## config.mk

```make
export PLATFORM = sky130hd
export DESIGN_NAME = urng_pair_packer
export DESIGN_NICKNAME = d
export VERILOG_FILES = /design/src/rtl/awgn_pkg.sv /design/src/rtl/pair_fifo.sv /design/src/rtl/urng_pair_packer.sv
export SDC_FILE = /design/constraint.sdc
export NUM_CORES = 1
export LEC_CHECK = 0
export CORE_MARGIN = 2
export CORE_UTILIZATION = 30
export DETAILED_ROUTE_END_ITERATION = 10
export GPL_TIMING_DRIVEN = 1
export PLACE_DENSITY = 0.54
export SLEW_MARGIN = 10
export SYNTH_ARGS = -nofsm -noshare
export SYNTH_HDL_FRONTEND = slang
export SYNTH_SLANG_ARGS = --single-unit
```

## constraint.sdc

```tcl
create_clock -name clk -period 3.8 [get_ports clk]
set_clock_uncertainty 0.15 [all_clocks]
set_input_delay 0.76 -clock clk [delete_from_list [all_inputs] [get_ports clk]]
set_output_delay 0.76 -clock clk [all_outputs]
set_load 0.02 [all_outputs]
```

## src/rtl/awgn_pkg.sv

```systemverilog
// Shared types and widths for the AWGN uniform-pair front end.
package awgn_pkg;

  localparam int unsigned URNG_W = 32;
  localparam int unsigned U0_W   = 48;
  localparam int unsigned U1_W   = 16;

  typedef struct packed {
    logic [U0_W-1:0] u0;
    logic [U1_W-1:0] u1;
  } pair_t;

  typedef enum logic {
    PH_EVEN = 1'b0,
    PH_ODD  = 1'b1
  } phase_e;

  // u0 takes the whole even word plus the top half of the odd word.
  function automatic pair_t make_pair(input logic [URNG_W-1:0] hold,
                                      input logic [URNG_W-1:0] word);
    pair_t p;
    p.u0 = {hold, word[31:16]};
    p.u1 = word[15:0];
    return p;
  endfunction

endpackage

```

## src/rtl/pair_fifo.sv

```systemverilog
// Synchronous FIFO of u0/u1 pairs; storage is not reset, only pointers and count.
module pair_fifo
  import awgn_pkg::*;
#(
  parameter int unsigned Depth = 4
) (
  input  logic                   clk_i,
  input  logic                   rst_ni,
  input  logic                   push_i,
  input  pair_t                  data_i,
  input  logic                   pop_i,
  output pair_t                  data_o,
  output logic                   full_o,
  output logic                   empty_o,
  output logic [$clog2(Depth):0] count_o
);

  localparam int unsigned AW = $clog2(Depth);

  pair_t          mem_q [Depth];
  logic [AW-1:0]  wptr_q, wptr_d;
  logic [AW-1:0]  rptr_q, rptr_d;
  logic [AW:0]    count_q, count_d;
  logic           do_push, do_pop;

  assign empty_o = (count_q == '0);
  assign full_o  = (count_q == (AW+1)'(Depth));
  assign count_o = count_q;
  assign data_o  = mem_q[rptr_q];

  // A push into a full FIFO only lands when the head leaves in the same cycle.
  assign do_pop  = pop_i & ~empty_o;
  assign do_push = push_i & (~full_o | do_pop);

  always_comb begin
    wptr_d  = wptr_q;
    rptr_d  = rptr_q;
    count_d = count_q;
    if (do_push) wptr_d = wptr_q + 1'b1;
    if (do_pop)  rptr_d = rptr_q + 1'b1;
    if (do_push && !do_pop)      count_d = count_q + 1'b1;
    else if (!do_push && do_pop) count_d = count_q - 1'b1;
  end

  always_ff @(posedge clk_i or negedge rst_ni) begin
    if (!rst_ni) begin
      wptr_q  <= '0;
      rptr_q  <= '0;
      count_q <= '0;
    end else begin
      wptr_q  <= wptr_d;
      rptr_q  <= rptr_d;
      count_q <= count_d;
    end
  end

  always_ff @(posedge clk_i) begin
    if (do_push) mem_q[wptr_q] <= data_i;
  end

endmodule

```

## src/rtl/urng_pair_packer.sv

```systemverilog
// Discards URNG warm-up words, pairs consecutive words into u0/u1 and buffers the pairs.
module urng_pair_packer
  import awgn_pkg::*;
#(
  parameter int unsigned WARMUP = 3,
  parameter int unsigned DEPTH  = 4,
  parameter int unsigned DROPW  = 16
) (
  input  logic             clk,
  input  logic             reset,
  input  logic [31:0]      in_word,
  input  logic             in_valid,
  output logic [47:0]      u0,
  output logic [15:0]      u1,
  output logic             out_valid,
  input  logic             out_ready,
  output logic [DROPW-1:0] drop_cnt,
  output logic             warm
);

  logic [7:0]       warm_cnt_q;
  logic             warm_q;
  phase_e           phase_q;
  logic [31:0]      hold_q;
  logic [DROPW-1:0] drop_cnt_q;

  logic                   pair_req, pop, drop;
  logic                   fifo_full, fifo_empty;
  logic [$clog2(DEPTH):0] fifo_count;
  pair_t                  head;
  logic                   unused_count;

  assign pair_req = warm_q & (phase_q == PH_ODD) & in_valid;
  assign pop      = ~fifo_empty & out_ready;
  assign drop     = pair_req & fifo_full & ~pop;

  always_ff @(posedge clk or negedge reset) begin
    if (!reset) begin
      warm_cnt_q <= '0;
      warm_q     <= 1'b0;
      phase_q    <= PH_EVEN;
      hold_q     <= '0;
      drop_cnt_q <= '0;
    end else begin
      if (!warm_q) begin
        if (WARMUP == 0) begin
          warm_q <= 1'b1;
        end else if (in_valid) begin
          if (warm_cnt_q == 8'(WARMUP - 1)) warm_q <= 1'b1;
          warm_cnt_q <= warm_cnt_q + 8'd1;
        end
      end else if (in_valid) begin
        // A gap simply holds the phase, so the held word waits for its partner.
        case (phase_q)
          PH_EVEN: begin
            hold_q  <= in_word;
            phase_q <= PH_ODD;
          end
          PH_ODD:  phase_q <= PH_EVEN;
          default: phase_q <= PH_EVEN;
        endcase
      end
      if (drop && (drop_cnt_q != '1)) drop_cnt_q <= drop_cnt_q + 1'b1;
    end
  end

  pair_fifo #(
    .Depth (DEPTH)
  ) u_fifo (
    .clk_i   (clk),
    .rst_ni  (reset),
    .push_i  (pair_req),
    .data_i  (make_pair(hold_q, in_word)),
    .pop_i   (pop),
    .data_o  (head),
    .full_o  (fifo_full),
    .empty_o (fifo_empty),
    .count_o (fifo_count)
  );

  assign unused_count = ^fifo_count;

  // Storage is not reset, so the head is forced to zero while nothing is buffered.
  assign u0        = fifo_empty ? '0 : head.u0;
  assign u1        = fifo_empty ? '0 : head.u1;
  assign out_valid = ~fifo_empty;
  assign drop_cnt  = drop_cnt_q;
  assign warm      = warm_q;

endmodule

```

[Word-level counts from Yosys, hierarchy flattened]
Memory sizes are Yosys's and may differ from the RTL's.
Cells that the tools add are included.
Cells by class
  $add $sub $neg: 6
  $mul: 0
  div/mod/pow operators: 0
  $lt $le $gt $ge: 0
  equality and inequality tests: 3
  shift operators: 0
  multiplexer cells: 10
  bitwise gates (word level): 13
  reduce and logical (&&, ||, !) cells: 10
Operators with widths (count)
  two-way mux 48 bit: 1
  adder 16 x 1 -> 16 bit (second input constant): 1
  two-way mux 16 bit: 1
  inequality test 16 bit (second input constant): 1
  adder 8 x 1 -> 8 bit (second input constant): 1
  equality test 8 x 2 -> 1 bit (second input constant): 1
  bitwise AND 1 bit: 7
  two-way mux 3 bit: 2
  two-way mux 1 bit: 5
  inverter 1 bit: 5
  adder 2 x 1 -> 2 bit (second input constant): 2
  AND reduction 2 bit: 2
  adder 3 x 1 -> 3 bit (second input constant): 1
  equality test 3 bit (second input constant): 1
  logical AND 1 bit: 3
  zero test 3 bit: 1
  AND reduction 3 bit: 1
  subtractor 3 x 1 -> 3 bit (second input constant): 1
  zero test 1 bit: 2
  case mux 1 bit (2 select lines): 1
  nonzero test 2 bit: 1
  OR 1 bit: 1
Storage, ports and cells
  bits in registers: 65
  latch bits: 0
  memory bits (writable): 256
  memory bits (read-only): 0
  output and inout bits: 82
  word-level logic and storage cells: 51
  memories kept: 1
Memories
  u_fifo.mem_q: depth 4, width 64, rd ports 1, clocked after Yosys merged registers in 0, wr ports 1, line pair_fifo.sv:20  | pair_t mem_q [Depth];

[Longest topological paths before layout]
Gate-level depths: netlist of run 1.
  word-level depth: 10
  depth in mapped cells: 9
  mapped depth without buffers: 8

[By module]
From an unflattened synthesis of run 1, not the netlist that was laid out.
Second synthesis, totals
  cells, all modules: 631
  area, all modules: 12608.3 um^2
Modules (own cells, without submodules)
  pair_fifo: times used 1, cells each 369, area an instance 9653.0 um^2
  urng_pair_packer: times used 1, cells each 262, area an instance 2955.3 um^2

[Worst setup path before layout of run 1]
No wires, ideal clock.
  kind: in2reg
  start point: input port in_valid
  end point: memory u_fifo.mem_q[0][0] in the netlist's numbering (enable)
  library setup time: 0.429 ns
  data arrival time: 2.788 ns
  setup slack: 0.433 ns
  stages: 4
  buffers on the path: 1
  path through: nand3_1 > nor2b_1 > clkbuf_1 > and2_1
Between the ends
  cells in the longest elaborated chain, start to end: 4
Ends and longest elaborated chain
  start, declared: line urng_pair_packer.sv:12  | input logic in_valid,
  bitwise AND 1 bit: line urng_pair_packer.sv:33  | assign pair_req = warm_q & (phase_q == PH_ODD) & in_valid;
  bitwise AND 1 bit: line pair_fifo.sv:33  | assign do_push = push_i & (~full_o | do_pop);
  via u_fifo.do_push: line pair_fifo.sv:24  | logic do_push, do_pop;
  two-way mux 1 bit: line pair_fifo.sv:58  | if (do_push) mem_q[wptr_q] <= data_i;
  two-way mux 1 bit (not written as such): line pair_fifo.sv:58
  end, declared: line pair_fifo.sv:20
The timed path passes the listed nets, and every way through them passes these cells.

[Worst setup path in the final report of run 1]
  start point: register u_fifo.rptr_q[0]
  end point: output port u1[7]
Between the ends
  cells in the longest elaborated chain, start to end: 2
Ends and longest elaborated chain
  start, declared: line pair_fifo.sv:22  | logic [AW-1:0] rptr_q, rptr_d;
  start signal, assigned: line pair_fifo.sv:52  | rptr_q <= rptr_d;
  memory (4 x 64 bit)
  two-way mux 16 bit: line urng_pair_packer.sv:85  | assign u1 = fifo_empty ? '0 : head.u1;
  end, declared: line urng_pair_packer.sv:14  | output logic [15:0] u1,
Every way passes these cells.

==> flow_results.org, run 1 <==
** Yosys
- After synthesis the cells add up to 12,400 µm².
- The Yosys step of the flow raised 0 warnings.
- Flop and latch count out of synthesis :: roughly 320
- Counting every instance in the synthesized netlist gives roughly 620.
- After synthesis, the netlist uses 36 different library cells.
- Net count after synthesis :: ~670
- Sequential fraction of the synthesis area :: 74.9%
- Syn avg cell area :: 20.0 µm²

** Hold path
- The min-delay analysis places its worst path in the category in -> async.

** Outcome
- Status :: finished, final reports clean

** Power
- Switching Fraction :: 30.1%
- Share of power burned in the clock network :: 27.2%
- VDD sags by at most ~0.27 mV.
- Fraction of power consumed by sequential logic :: 39.7%
- Summed over all nets, the switching power comes to between 3 and 4 mW.
- The internal power of the cells totals 8.91 mW.
- Power density over the cells :: roughly 810 nW/µm²
- Leakage dissipation :: around 5.3 nW
- Combinational logic is responsible for 33.1% of the overall power.

** Setup path
- Endpoint required time on the critical path :: 2.89 ns
- Maximum single-stage delay on the critical path :: 0.66 ns
- Critical-path cell list :: buf_12, mux4_2, and2_1, clkdlybuf4s50_1
- Arrival time reported for the critical path endpoint :: approximately 2.7 ns
- Across all register-to-register paths, the minimum setup slack is 1.24 ns.
- Reg-to-reg critical path startpoint :: warm
- Category of the worst setup path capture point :: primary output
- Worst setup path category :: reg -> out
- The worst setup path is launched from a flop.
- Along the worst path, the maximum fanout reaches 16.
- Worst Setup SP :: u_fifo.rptr_q[0]
- For this design, the slowest cell found on the critical path is dfrtp_4.

** Floorplan
- After floorplanning, the core was sized to cover 40,900 µm².
- # rows :: between 70 and 80
- Die height :: 208 µm
- Die X :: around 210 µm
- Initial Util :: between 30% and 40%
- Top Ports :: 118
- Die Area :: 43,100 µm²

** Flow run
- Max-cap violation count :: 0

** CTS
- TritonCTS built the clock tree.
- Count of cells resized by post-cts repair :: 0
- Max clock buf depth :: 3
- Cell chosen for the clock root :: clkbuf_16
- In this run the number of H-tree levels came out at 2.
- Clock buffer count from CTS :: 37
- CTS saw 321 sinks.
- Clock latency on the worst-skew pair :: approximately 0.54 ns
- Register clock-pin slew on the reported worst setup and hold paths :: ~0.06 ns

** Global routing
- Global-route usage over all layers :: 12.2%
- The initial antenna violation count is 1.
- Via count of the first global-routing pass :: roughly 6,700
- First-pass GRT wire length :: 40,200 µm
- After global routing the overflow that remains totals 0.
- Entering global routing, the biggest net connects 66 pins.

** Placement
- Including well taps, the total number of placed cells is 1,264.
- HPWL after detailed placement :: approximately 15,000 µm
- Port buffering added 117 buffers.
- Prior to clock tree synthesis, the placed netlist has a worst setup slack of 0.337 ns.
- The congestion estimate from routability-driven global placement came to approximately 0.72.

** Timing
- Setup tns final :: 0 ns
- The number of pins with negative max-slew slack in the final report was 0.
- Slew of the pin with the lowest slew margin :: between 1 and 1.5 ns
- Setup violations remaining at the end of the flow were counted as 0.
- Max frequency :: 275 MHz
- The worst path in the final design needs a cycle of ~3.6 ns, including I/O delays and setup.
- Final count of hold timing violations :: 0
- Period Utilization, post-route :: 95.6%
- Worst-case setup margin in the final layout :: 0.166 ns
- In this run the tightest slew margin relative to its limit is 32.0%.
- Setup repair after global routing left no endpoint under its margin.

** Final layout
- Fraction of final layout cells sized beyond drive strength 1 :: around a quarter
- Util after Layout :: 38.4%
- Total number of nets in the final design :: 817
- Flip-flop and latch area :: 9320 µm²
- Number of inserted filler cells in the final layout :: 3,770
- Post-route non-filler standard cell count :: 1,333
- Combined area of the multi-input logic cells :: 3020 µm²
- From synthesis to final layout, the design area changed by 26.4%.
- The number of antenna diodes in the final layout is 0.

** Routing
- Initial detailed-routing violation count :: 301
- Summing over every cut layer, the via total after detailed routing is slightly above 6,000.
- Via density per instance :: 4.58
- In the routed design, unresolved DRC markers number 0.
- Router iterations before antenna repair :: 6
- Dividing the detail-routed wire length by the instance count gives slightly below 20 µm.
- The routed design has 26,100 µm of wire.
- Final ANT Viol Nets :: 0
[metrics by stage]
step | hold slack, ns | power (mW) | area (µm²)
after detailed placement | 0.325 | 9.45 | 14500
after floorplan | 0.296 | 7.48 | 12400
final | 0.261 | 12.7 | 15700
after global routing | 0.329 | 13.4 | 15700
after global placement | 0.329 | 9.41 | 14500
after CTS | 0.292 | 13.0 | 15700
[timing repair]
item	CTS	global route
buffers inserted	1	0
setup endpoints to repair	21	0
hold endpoints to repair	0	0
hold buffers	0	0
[synth_stat cells]
cell type  number  area [µm²]
clkbuf_1       17        63.8
edfxtp_1      256        7690
fa_1            1        20.0
or2_2           1        6.26
buf_2           5        25.0
nand4_1         7        43.8
mux4_2         64        1440
xnor2_1        14         123
or4b_4          1        13.8
a31oi_1         1        6.26
mux2_2         34         383
a41o_1          1        10.0
or3_1           2        12.5
nor3b_2         1        12.5
inv_1           4        15.0
and3_1          2        12.5
o21ai_0         4        20.0
or2_0           1        6.26
nand4b_1        1        8.76
nand2b_1        1        6.26
nor2_1          5        18.8
or4_4           1        11.3
nor3b_1         2        15.0
xor2_1         12         105
nor2b_1         2        12.5
buf_1           5        18.8
nor4b_2         2        30.0
nor3_2          1        10.0
ha_1            8         100
nor3_1          5        25.0
dfrtp_1        65        1630
and2_1         69         432
nand3_1         9        45.0
nand2_1        14        52.6
a21oi_1         1        5.00
nor4_1          3        18.8
[power by group through the flow]
stage | combinational, mW | clock, mW | sequential, mW
global placement | 4.26 | 0 | 5.14
finish | 4.22 | 3.47 | 5.06
floorplan | 2.56 | 0 | 4.92
detailed placement | 4.27 | 0 | 5.18
CTS | 4.34 | 3.60 | 5.08
global route | 4.52 | 3.74 | 5.15
[path summary, 6_finish.rpt]
check / to / depth (start not counted)
setup / recovery: u1[7] / 4
hold / removal: drop_cnt[15] / 1
setup reg to reg: u_fifo.count_o[2] / 8
hold reg to reg: u_fifo.count_o[2] / 1
max in group asynchronous: u_fifo.rptr_q[0] / 1
min in group clk: u_fifo.count_o[2] / 1
[cells in the final DEF (no fill, tap or decap), types with 12 or more instances in the layout]
cell type,Yosys,layout
clkbuf_16,0,39
edfxtp_1,256,256
xor2_1,12,12
and2_1,69,65
clkbuf_1,17,12
mux2_2,34,34
buf_12,0,13
dfrtp_1,65,63
clkdlybuf4s50_1,0,116
mux4_2,64,64
nand2_1,14,14
xnor2_1,14,14
[cell families (layout without fill, tap and decap cells)]
| family | after synthesis | after routing | share of synthesized area [%] |
|---|---|---|---|
| xor gates and xnor gates | 26 | 26 | 1.83 |
| DFF | 321 | 321 | 74.9 |
| AOI/OAI and AO/OA | 7 | 7 | 0.332 |
| muxes | 98 | 98 | 14.7 |
| adders and majority gates | 9 | 9 | 0.965 |
| buffers and inverters | 31 | 210 | 0.985 |
| and+or+nand+nor | 130 | 130 | 6.37 |
[flip-flops by register name, indices dropped and copies added (netlist names)]
name and count:
drop_cnt 16, hold_q 32, phase_q 1, u_fifo.count_o 3, u_fifo.mem_q 256, u_fifo.rptr_q 2
u_fifo.wptr_q 2, warm 1, warm_cnt_q 8
[area by class of cell]
cell class,count,share of cell area (%)
clock inverter,10,0.565
timing repair buffer,138,9.52
multi-input combinational,270,19.2
clock buffer,58,7.11
inverter,4,0.0955
sequential,321,59.3
tap,532,4.23
[critical path: cells and delay by family, from the launching register on]
kind | cells | cell delay, ns
buffers and inverters | 2 | 0.81
flip-flops | 1 | 0.66
multiplexers | 1 | 0.51
AND/OR/NAND/NOR | 1 | 0.21
[routing by layer]
layer / global-route usage [%] / up-vias / wire length [µm]
li1: - / 2741 / -
met1: 16.1 / 3188 / 11800
met2: 19.4 / 134 / 12300
met3: 3.95 / 39 / 1460
met4: 3.77 / 2 / 569
met5: 0 / - / 11
(Power assumes the default switching activity.)
==> run 2: changes to the inputs <==
--- a/config.mk
+++ b/config.mk
@@ -5,7 +5,6 @@
 export SDC_FILE = /design/constraint.sdc
 export NUM_CORES = 1
 export LEC_CHECK = 0
-export CORE_MARGIN = 2
 export CORE_UTILIZATION = 30
 export DETAILED_ROUTE_END_ITERATION = 10
 export GPL_TIMING_DRIVEN = 1
==> flow_results.org, run 2 (synthesis results as in run 1) <==
** Outcome
- The flow ran to the end, and the final reports show no timing, DRC or antenna violations.

** Global routing
- Global-route usage over all layers :: 12.4% (+0.19 points)
- Antenna violations before repair :: 2 (+1)
- First-pass GRT wire length :: 39,200 µm (-2.6%)
- The remaining global-route overflow was 0 (unchanged).
- The number of global-route vias before repair came to 6,377 (-4.2%).
- Pin count of the biggest net entering global routing :: 65 (-1.5%)

** CTS
- # H-tree levels :: 2 (unchanged)
- TritonCTS clock tree :: yes
- Cell chosen for the clock root :: clkbuf_16
- Clock buffer count from CTS :: 37 (unchanged)
- Number of hold buffers added after cts :: 0 (unchanged)
- The later-pin clock latency in the skew report came to 0.52 ns (-0.02 ns).
- The deepest clock path buffer count is 3 (unchanged).
- Num Clock Sinks :: 321 (unchanged)
- Register clock-pin slew on the reported worst setup and hold paths :: 0.06 ns (about the same)

** Power
- Logic pwr share :: 34.0% (+0.9 points)
- The switching share of power came to 30.2% (+0.12 points).
- Leakage dissipation :: 5.33 nW (-0.13%)
- Total chip power :: 12.6 mW (-1.2%)
- Peak supply drop :: 0.408 mV (+52%)
- Share of power burned in the clock network :: 26.2% (-1.0 points)
- P_int :: 8.79 mW (-1.4%)
- The areal power density over the cells came to 802 nW/µm² (-1.0%).
- Switching power of the nets :: 3.80 mW (-0.85%)
- Fraction of power consumed by sequential logic :: 39.8% (about the same)

** Setup path
- Worst path slowest cell :: dfrtp_4
- Arrival time reported for the critical path endpoint :: 2.65 ns (-0.07 ns)
- The setup path with the least slack is of type reg -> out.
- The worst reg2reg path depth came to 9 (+1).
- Endpoint required time on the critical path :: 2.89 ns (about the same)
- In this run the critical register-to-register path is launched from u_fifo.count_o[1].
- Critical-path cell list :: buf_12, mux4_2, and2_1, clkdlybuf4s50_1
- In this run the critical register-to-register path is captured at u_fifo.count_o[2].
- The reg-to-reg setup timing slack came to 1.25 ns (about the same).
- CP startpoint kind :: flop
- Worst-path fanout max :: 49 (+33)
- STA classifies the critical path endpoint as a primary output.
- The maximum single-stage delay on the critical path was 0.62 ns (-0.04 ns).

** Timing
- The highest clock frequency the design can meet was 281 MHz (+2.1%).
- Unrepaired setup endpoints after global routing :: false
- The transition time at the pin with the least slew margin was 0.932 ns (-0.0873 ns).
- Setup tns final :: 0 ns (unchanged)
- The setup-violating endpoint count in the final report was 0 (unchanged).
- The remaining max-slew budget at the tightest pin came to 37.8% (+5.8 points).
- Final count of hold timing violations :: 0 (unchanged)
- Period Utilization, post-route :: 93.7% (-1.9 points)
- Min cycle time layout :: 3.56 ns (-0.0731 ns)
- The number of pins with negative max-slew slack in the final report was 0 (unchanged).

** Flow run
- The total of max-cap violations came to 0 (unchanged).

** Final layout
- Number of flip-flops under the largest register name :: 256 (unchanged)
- Flip-flop and latch area :: 9320 µm² (unchanged)
- More flip-flops sit in one register than any other, and that register is u_fifo.mem_q.
- In the layout the commonest cells are 256 x edfxtp_1, 116 x clkdlybuf4s50_1, 65 x and2_1.
- Fraction of final layout cells sized beyond drive strength 1 :: 23.5% (+0.14 points)
- The utilization after layout was 38.4% (about the same).
- Total number of nets in the final design :: 825 (+0.98%)
- The filler cell count in the final layout is 3,764 (-0.16%).
- The area of all placed cells without fillers was 15,700 µm² (-0.20%).
- Combined area of the multi-input logic cells :: 3020 µm² (unchanged)
- Most common cell after layout, fill and taps aside :: edfxtp_1
- Relative to the synthesized area, the layout overhead comes to 26.1%.

** Floorplan
- Die X :: 206 µm (-0.96%)
- The vertical die dimension came to 206 µm (-0.96%).
- Core area :: 40,800 µm² (-0.23%)
- The area enclosed by the die boundary is 42,300 µm² (-1.9%).
- The site row count came to 74 (unchanged).
- Top Ports :: 118 (unchanged)
- The initial standard-cell utilization of the core was 30.5% (+0.069 points).

** Routing
- The initial detailed-routing violation count came to 230 (-24%).
- The routed via count divided by cell count came to 4.57 (-0.28%).
- The final routed DRC violation total is 0 (unchanged).
- The final antenna-violating net count was 0 (unchanged).
- Router iterations before antenna repair :: 4 (-2)
- Total via count after detailed routing :: 6,128 (+0.39%)
- The per-cell routed wire length was 19.1 µm (-2.1%).
- Post-Route WL :: 25,700 µm (-1.5%)

** Placement
- HPWL after detailed placement :: 15,300 µm (+2.0%)
- Instance area at placement :: 14,500 µm² (about the same)
- I/O Buffers :: 117 (unchanged)
- Final estimated routing congestion in global placement :: 0.741 (+3.0%)

** Hold path
- Path category of the worst min-delay check :: in -> async
run 2: cell count changes in the layout (fill, tap and decap cells not counted), moves of 2 or more:
cell / previous run / this run
clkinv_1: 3 / 7
clkbuf_8: 7 / 4
inv_6: 4 / 2
buf_4: 8 / 19
buf_12: 13 / 11
run 2: per-layer routing:
metal / up-vias / track usage (%) / wire length, µm
li1: 2762 / - / -
met5: - / 0 / 8
met4: 2 / 3.54 / 490
met1: 3184 / 16.7 / 11600
met2: 141 / 19.6 / 12000
met3: 39 / 3.55 / 1640
run 2: through the flow:
stage / setup WS [ns] / std cells / hold WS (ns)
CTS: 0.0182 / 1334 / 0.259
global route: 0.135 / 1341 / 0.314
global placement: 0.485 / 1266 / 0.322
finish: 0.239 / 1342 / 0.225
floorplan: 0.433 / 622 / 0.296
detailed placement: 0.424 / 1266 / 0.324
run 2: worst max path at each step:
stage                     startpoint  cells past startpoint            endpoint
global placement            in_valid                      9   u_fifo.count_o[2]
global route        u_fifo.rptr_q[1]                      4              u0[22]
finish              u_fifo.rptr_q[1]                      4              u0[22]
floorplan                   in_valid                      4  u_fifo.mem_q[0][0]
CTS                 u_fifo.rptr_q[0]                      4               u0[1]
detailed placement          in_valid                      9   u_fifo.count_o[2]
run 2: timing repair:
action	CTS	global route
setup buffers	0	7
hold endpoints to repair	0	0
setup endpoints to repair	0	24
gates resized for setup	0	0
run 2: layout make-up:
| class | count | area share, % |
|---|---|---|
| diodes | 1 | 0.0159 |
| clock buffers | 56 | 6.88 |
| clock inverters | 12 | 0.415 |
| inverters | 4 | 0.0957 |
| multi-input cells | 270 | 19.2 |
| flip-flops and latches | 321 | 59.4 |
| well taps | 532 | 4.24 |
| repair buffers | 146 | 9.71 |
run 2: worst max-delay path, delay by kind of cell, from the launching register on:
kind                   cells  cell delay, ns
DFF                        1            0.62
buffers and inverters      2            0.96
and+or+nand+nor            1            0.18
muxes                      1            0.37
run 2: power by group through the flow:
stage                     combinational (mW)  clock [mW]  sequential (mW)
after CTS                               4.31        3.41             5.07
after floorplan                         2.56           0             4.92
after global placement                  4.28           0             5.10
final                                   4.28        3.30             5.01
after global routing                    4.62        3.55             5.09
after detailed placement                4.29           0             5.14
==> run 3: changes to the inputs <==
--- a/config.mk
+++ b/config.mk
@@ -5,6 +5,7 @@
 export SDC_FILE = /design/constraint.sdc
 export NUM_CORES = 1
 export LEC_CHECK = 0
+export CORE_ASPECT_RATIO = 1.4
 export CORE_UTILIZATION = 30
 export DETAILED_ROUTE_END_ITERATION = 10
 export GPL_TIMING_DRIVEN = 1
==> flow_results.org, run 3 (synthesis results as in run 1) <==
** Outcome
- The flow ran to the end, and the final reports show no timing, DRC or antenna violations.

** Routing
- The routed via count divided by cell count was 4.52 (-1.1%).
- Final ANT Viol Nets :: 0 (unchanged)
- Final routed wire length divided by cell count :: 18.8 µm (-2.0%)
- Total via count after detailed routing :: 5,996 (-2.2%)
- The total wire length after detailed routing was 24,900 µm (-3.0%).
- The final routed DRC violation total came to 0 (unchanged).
- The initial detailed-routing violation count came to 261 (+13%).
- The first-pass iteration count of the detailed router was 4 (unchanged).

** Setup path
- CP delay by family, top :: buffers and inverters
- Maximum single-stage delay on the critical path :: 0.65 ns (+0.03 ns)
- Worst setup path category :: reg -> out
- Critical-path cell list :: buf_4, mux4_2, and2_1, clkdlybuf4s50_1
- The number of buffers and inverters on the critical path was 2 (unchanged).
- Worst path slowest cell :: dfrtp_4
- The worst setup path is captured at a primary output.
- The arrival time of the worst setup path is 2.71 ns (+0.06 ns).
- Worst-path fanout max :: 16 (-67%)
- CP startpoint kind :: flop
- The required arrival time at the worst endpoint came to 2.89 ns (about the same).

** CTS
- Post-CTS setup repair buffer count :: 0 (unchanged)
- Clock latency on the worst-skew pair :: 0.52 ns (about the same)
- # H-tree levels :: 2 (unchanged)
- Clock tree synthesis selected as its root buffer the cell clkbuf_16.
- The deepest clock path buffer count came to 3 (unchanged).
- The CTS buffer count came to 34 (-8.1%).
- Register clock-pin slew on the reported worst setup and hold paths :: 0.06 ns (about the same)
- Num Clock Sinks :: 321 (unchanged)
- The post-CTS resize count is 0 (unchanged).
- TritonCTS clock tree :: yes
- The count of hold buffers inserted by post-cts repair was 0 (unchanged).

** Timing
- The highest clock frequency the design can meet is 276 MHz (-1.8%).
- The setup-violating endpoint count in the final report came to 0 (unchanged).
- The final number of hold-violating endpoints is 0 (unchanged).
- Unrepaired setup endpoints after global routing :: false
- Period Utilization, post-route :: 95.4% (+1.7 points)
- The number of pins with negative max-slew slack in the final report was 0 (unchanged).
- Worst slew margin relative to its limit :: 35.1% (-2.8 points)
- Setup tns final :: 0 ns (unchanged)
- Min cycle time layout :: 3.62 ns (+0.0638 ns)
- The transition time at the pin with the least slew margin is 0.974 ns (+0.0415 ns).

** Floorplan
- Die height :: 243 µm (+18%)
- Core area :: 40,600 µm² (-0.56%)
- The initial standard-cell utilization of the core is 30.6% (+0.17 points).
- # rows :: 87 (+18%)
- Die X :: 174 µm (-15%)
- The area enclosed by the die boundary came to 42,300 µm² (about the same).
- The top-level I/O count is 118 (unchanged).

** Placement
- The number of buffer cells added on primary ports was 117 (unchanged).
- Placed cell count :: 1,265 (-0.079%)
- Final estimated routing congestion in global placement :: 0.717 (-3.3%)
- The half-perimeter wire length after detailed placement came to 14,700 µm (-4.3%).

** Flow run
- The total of max-cap violations came to 0 (unchanged).

** Final layout
- Relative to the synthesized area, the layout overhead comes to 24.9%.
- The layout net count was 812 (-1.6%).
- Most common cell after layout, fill and taps aside :: edfxtp_1
- The register with the most flip-flops in the final layout is u_fifo.mem_q.
- The flip-flop count of the largest register, all copies and words added is 256 (unchanged).
- The library cells used most frequently in the layout, excluding fill and tap cells, are 256 x edfxtp_1, 116 x clkdlybuf4s50_1, 65 x and2_1.
- The final instance count without filler cells came to 1,328 (-1.0%).
- Fraction of final layout cells sized beyond drive strength 1 :: 23.2% (-0.28 points)

** Hold path
- The path class of the tightest hold or removal check is in -> async.

** Global routing
- The first-pass GRT wire length is 38,800 µm (-0.95%).
- The number of global-route vias before repair is 6,638 (+4.1%).
- The remaining global-route overflow came to 0 (unchanged).
- The global-route usage over all layers came to 12.2% (-0.27 points).
- Pin count of the biggest net entering global routing :: 68 (+4.6%)
- The initial antenna violation count is 0 (-2).

** Power
- The areal power density over the cells is 796 nW/µm² (-0.78%).
- Peak supply drop :: 0.349 mV (-14%)
- The leakage power of the design was 5.26 nW (-1.4%).
==> run 3: cell types whose count changed in the layout (fill, tap and decap cells not counted), moves of 3 or more <==
| cell | change |
|---|---|
| buf_4 | -8 |
| clkbuf_16 | -5 |
| clkinv_2 | +3 |
| clkbuf_1 | -4 |
| clkbuf_8 | +4 |
| clkinv_1 | -6 |
==> run 3: report_power, final <==
part,internal [mW],switching [mW]
Clock,1.89,1.33
Combinational,2.17,1.94
Sequential,4.59,0.453
Total,8.65,3.72
==> run 3: final cells by class <==
class	count	area (µm²)
sequential	321	9320
antenna	1	2.50
inverter	4	15.0
fill	3705	25100
multi-input combinational	270	3020
clock inverter	11	104
tap	534	668
clock buffer	51	995
timing repair buffer	136	1420
==> run 3: metrics by stage <==
stage	instance area, µm²	setup slack [ns]	util [%]	hold WS, ns	power [mW]
2_1_floorplan	12400	0.433	-	0.296	7.48
3_3_place_gp	14400	0.520	35.6	0.333	9.32
3_5_place_dp	14400	0.464	35.6	0.335	9.36
4_1_cts	15500	0.0776	38.3	0.281	12.6
5_1_grt	15500	0.0297	38.3	0.314	13.0
6_report	15500	0.175	38.3	0.249	12.4
==> run 3: worst paths after layout <==
| kind | slack [ns] | to | cells after the start | startpoint |
|---|---|---|---|---|
| setup / recovery | 0.18 | u0[0] | 4 | u_fifo.rptr_q[0] |
| hold / removal | 0.25 | drop_cnt[15] | 1 | reset |
| hold reg to reg | 0.34 | u_fifo.count_o[2] | 1 | u_fifo.count_o[2] |
| max in group asynchronous | 2.52 | u_fifo.rptr_q[0] | 1 | reset |
| min in group clk | 0.34 | u_fifo.count_o[2] | 1 | u_fifo.count_o[2] |
| setup reg to reg | 1.06 | u_fifo.count_o[2] | 9 | u_fifo.count_o[1] |
==> run 3: per-layer routing <==
| layer | GRT usage (%) | vias to the layer above | share of wire, % |
|---|---|---|---|
| met1 | 14.3 | 3099 | 41 |
| li1 | - | 2738 | - |
| met2 | 21.8 | 114 | 53 |
| met5 | 0 | - | 0 |
| met3 | 2.69 | 45 | 4.1 |
| met4 | 4.00 | 0 | 2.3 |
